<file path="config.mk">
export PLATFORM = sky130hd
export DESIGN_NAME = bridge_arbiter
export DESIGN_NICKNAME = d
export VERILOG_FILES = /design/src/rtl/bridge_arbiter.sv
export SDC_FILE = /design/constraint.sdc
export NUM_CORES = 1
export LEC_CHECK = 0
export ABC_CLOCK_PERIOD_IN_PS = 3300
export CAP_MARGIN = 20
export CORE_UTILIZATION = 42
export CTS_BUF_LIST = sky130_fd_sc_hd__clkbuf_4
export DETAILED_ROUTE_END_ITERATION = 6
export GPL_ROUTABILITY_DRIVEN = 0
export PLACE_DENSITY = 0.89
export SYNTH_ARGS = -nofsm -noshare
export SYNTH_HDL_FRONTEND = slang
export SYNTH_SLANG_ARGS = --single-unit
</file>
<file path="constraint.sdc">
create_clock -name clk -period 3.3 [get_ports clk]
set_input_delay 0.99 -clock clk [delete_from_list [all_inputs] [get_ports clk]]
set_output_delay 0.99 -clock clk [all_outputs]
set_load 0.01 [all_outputs]
</file>
<file path="src/rtl/bridge_arbiter.sv">
// Two-master round-robin arbiter and access sequencer in front of Bridge.
// Each access is latched at grant, stretched by WAIT_CYC wait states and completed with a one-cycle ack.
module bridge_arbiter #(
   parameter int WAIT_CYC    = 1,
   parameter int DEV_ID_WD   = 2,
   parameter int DEV_ADDR_WD = 8,
   parameter int DEV_COUNT   = 3
) (
   input  logic        clk,
   input  logic        reset,
   input  logic        m0_req,
   input  logic        m1_req,
   input  logic        m0_we,
   input  logic        m1_we,
   input  logic [31:0] m0_addr,
   input  logic [31:0] m1_addr,
   input  logic [31:0] m0_wd,
   input  logic [31:0] m1_wd,
   output logic        m0_ack,
   output logic        m1_ack,
   output logic [31:0] m_rd,
   output logic        m_err,
   output logic [31:0] PrAddr,
   output logic [31:0] PrWD,
   output logic        PrWE,
   input  logic [31:0] PrRD,
   output logic        busy
);

   typedef enum logic [1:0] {IDLE, BUSY, DONE} state_t;

   localparam logic [31:0] DEV_LIMIT     = 32'(DEV_COUNT);
   localparam logic [3:0]  WAIT_INIT     = 4'(WAIT_CYC);
   localparam logic        LAST_ON_GRANT = (WAIT_CYC == 0);

   state_t      state;
   logic        gnt;
   logic        last;
   logic [3:0]  cnt;
   logic        we;

   logic        pick;
   logic        sel_we;
   logic [31:0] sel_addr;
   logic [31:0] sel_wd;
   logic        bad;

   // An address is bad if its device ID is out of range or any bit above the ID field is set.
   function automatic logic addr_bad(input logic [31:0] a);
      logic [31:0] id;
      id = 32'(a[DEV_ADDR_WD+DEV_ID_WD-1:DEV_ADDR_WD]);
      return (id >= DEV_LIMIT) || (|a[31:DEV_ADDR_WD+DEV_ID_WD]);
   endfunction

   always_comb begin
      pick     = (m0_req && m1_req) ? ~last : m1_req;
      sel_we   = pick ? m1_we   : m0_we;
      sel_addr = pick ? m1_addr : m0_addr;
      sel_wd   = pick ? m1_wd   : m0_wd;
      bad      = addr_bad(PrAddr);
   end

   // The address/data outputs double as the transaction latches. The write strobe is
   // scheduled one edge ahead so that it lands exactly on the last BUSY cycle.
   always_ff @(posedge clk) begin
      if (reset) begin
         state  <= IDLE;
         gnt    <= 1'b0;
         last   <= 1'b1;
         cnt    <= 4'd0;
         we     <= 1'b0;
         PrAddr <= '0;
         PrWD   <= '0;
         PrWE   <= 1'b0;
         m_rd   <= '0;
         m_err  <= 1'b0;
         m0_ack <= 1'b0;
         m1_ack <= 1'b0;
         busy   <= 1'b0;
      end else begin
         m0_ack <= 1'b0;
         m1_ack <= 1'b0;
         PrWE   <= 1'b0;
         case (state)
            IDLE: begin
               if (m0_req || m1_req) begin
                  gnt    <= pick;
                  we     <= sel_we;
                  PrAddr <= sel_addr;
                  PrWD   <= sel_wd;
                  cnt    <= WAIT_INIT;
                  PrWE   <= sel_we & ~addr_bad(sel_addr) & LAST_ON_GRANT;
                  busy   <= 1'b1;
                  state  <= BUSY;
               end
            end
            BUSY: begin
               if (cnt != 4'd0) begin
                  cnt <= cnt - 4'd1;
                  if (cnt == 4'd1) begin
                     PrWE <= we & ~bad;
                  end
               end else begin
                  m_rd   <= (we || bad) ? '0 : PrRD;
                  m_err  <= bad;
                  m0_ack <= ~gnt;
                  m1_ack <= gnt;
                  state  <= DONE;
               end
            end
            DONE: begin
               last  <= gnt;
               m_err <= 1'b0;
               busy  <= 1'b0;
               state <= IDLE;
            end
            default: state <= IDLE;
         endcase
      end
   end

endmodule

</file>
==> results.cfg <==
[critical_path]
critPathMaxFanout = 3
startpoint_type = flop
rr_endpoint = m_rd[27]
r2r_cells = 5
crit_family = buffers and inverters
setup.worst_path.end_class = output pin
r2r_slack_ns = 1.43
critPathSlowestCell = clkdlybuf4s50_1
crit_required_ns = 2.31
slowest_delay_ns = 0.58
cp_num_buf_inv = 1
cp_cell_sequence = clkdlybuf4s50_1
worstSetupPathType = reg2out
regToRegStartpoint = PrAddr[27]
cp.arrival_ns = 1.48

[finish]
fin_nets = 846
multi_input_area_mm2 = 0.00207
post-route-util_pct = 71.7
fillCellCount = 775
seq_area_mm2 = 0.00220
drive_above_1_share_pct = 4.99
fin_cells = 818
antennaDiodeCount = 0
syn_to_final_growth_pct = 65.6
final_area_mm2 = 0.00737

[floorplanning]
coreArea_mm2 = 0.0103
die_h_um = 105
die-width_um = 105
io_pins = 267
placementRows = 37
die_area_mm2 = 0.0110
initial_core_util_pct = 43.3

[drt]
totalWireLength_um = 13000
avgRoutedWirePerCell_um = 15.9
viasPerCell = 5.22
ant_nets = 0
dr.pass1.iters = 4
post-route-drc-count = 0
vias = 4267
drt_iter0_markers = 154

[sta]
fin_crit_ns = 2.47
rsz0062_at_grt = no
relSlewSlack_pct = 49.8
timing.fmax_ghz = 0.404
final_hold_viol_count = 0
layout_setup_ws_ns = 0.827
worstMarginPinSlew_ns = 0.753
finalCritPeriodShare_pct = 74.9
timing.hold.ws_ns = 0.464
drv_slew = 0
setup_viol = 0
skew_ns = 0.0131
final.setup.tns_ns = 0

[placed_design]
portBuffers = 266
placed_area_mm2 = 0.00721
dp_slack_ns = 0.572
hpwl_um = 9910
dp_cells = 802

[logic_synthesis]
synth_top_cells_by_count = dfxtp_1 (110), nor2_1 (70), a211oi_1 (66)
yosysSeqAreaShare_pct = 49.5
synth_top_cell_by_area = dfxtp_1
synth_top_flop_cell = dfxtp_1
synth_cell_type_count = 32
syn_area_mm2 = 0.00445
synth.top_cell.area_share_pct = 49.5
synth_top_family_by_area = compound AO/OA/AOI/OAI gates
yosys_warnings = 0
synth_edf_count = 0
synth_compound_area_share_pct = 19.1
synth.area.mux_share_pct = 14.6
ys_seq_elements = 110
synthAdderAreaFrac_pct = 0.844
synthXorXnorAreaFrac_pct = 0.394
yosysMostFrequentCell = dfxtp_1
syn_area_per_cell_um2 = 10.4
syn_nets = 598
yosys.area_share.simple_pct = 11.1
synthTopCellsByArea = dfxtp_1 (49%), mux2i_1 (15%), a211oi_1 (11%)
async_flop_share_pct = 0
netlist_instances = 429

[hold_path]
min_from = gnt
hold_end = m0_ack
min_path_type = reg2reg
holdPathStages = 1

[cts]
clockBufferDepth = 2
cts_tree = built
clk_pin_slew_ns = 0.18
cts_setup_buffers = 0
clk_latency_ns = 0.45
hold_buffers = 0
cts_made_buffers = 9
post_cts_resize_count = 0
cts_sinks = 110
cts_root_buf = clkbuf_4
htreeDepth = 3

[pwr]
total_power_mw = 3.29
leakagePower_nw = 2.77
peakVddDrop_mv = 0.301
pwr_density_cell_mw_per_mm2 = 447

[run_status]
run_status = completed

[grt]
gr-total-overflow = 0
grt_pass1_wl_um = 20700
grt_usage_pct = 23.7
antenna_found_initial = 0
grt_max_degree = 72
grt_pass1_vias = 4323

[flow_run]
cap_violations = 0
==> where the power goes <==
group	total [mW]	leakage, nW	internal [mW]	switching (mW)
Clock	0.725	0.0858	0.253	0.472
Sequential	1.56	0.905	1.47	0.0989
Combinational	1.00	1.78	0.565	0.439
==> cell type report <==
class	instances	area share [%]
timing repair buffer	273	37.3
sequential	110	29.9
multi-input combinational	278	28.1
tap	136	2.31
clock inverter	7	1.19
clock buffer	9	0.917
inverter	5	0.255
==> how the worst max path moves through the flow <==
stage               startpoint         end  cells after the start
floorplan                reset    m_rd[30]                      6
global placement        m1_req     PrWD[3]                      5
detailed placement      m1_req  PrAddr[30]                      5
CTS                 PrAddr[25]  PrAddr[25]                      1
global route        PrAddr[31]  PrAddr[31]                      1
finish              PrAddr[30]  PrAddr[30]                      1
==> placed cells by master (no fill, tap or decap), types with 5 or more instances in the layout <==
master           count
clkdlybuf4s50_1    265
inv_1                5
clkbuf_4             9
dfxtp_1            110
mux2i_1             65
nand2_1              8
a211oi_1            66
a22o_1              32
nor2_1              70
==> layer usage <==
layer  global-route usage (%)  wire length, um
met1                     25.4             4940
met4                     8.25              257
met3                     6.86              904
met5                        0                0
met2                     43.9             6920
==> flip-flops by register name (all words and copies together), names as in the netlist <==
| signal | cells |
|---|---|
| PrAddr | 32 |
| PrWD | 32 |
| PrWE | 1 |
| busy | 1 |
| cnt | 4 |
| gnt | 1 |
| last | 1 |
| m0_ack | 1 |
| m1_ack | 1 |
| m_err | 1 |
| m_rd | 32 |
| state | 2 |
| we | 1 |
==> cells by family (layout without fill, tap and decap cells) <==
logic type | count (synthesis) | count (layout)
DFF | 110 | 110
AOI/OAI and AO/OA | 110 | 110
buffers and inverters | 41 | 294
xor gates and xnor gates | 2 | 2
and+or+nand+nor | 98 | 98
muxes | 65 | 65
adders and majority gates | 3 | 3
(Power assumes the default switching activity.)
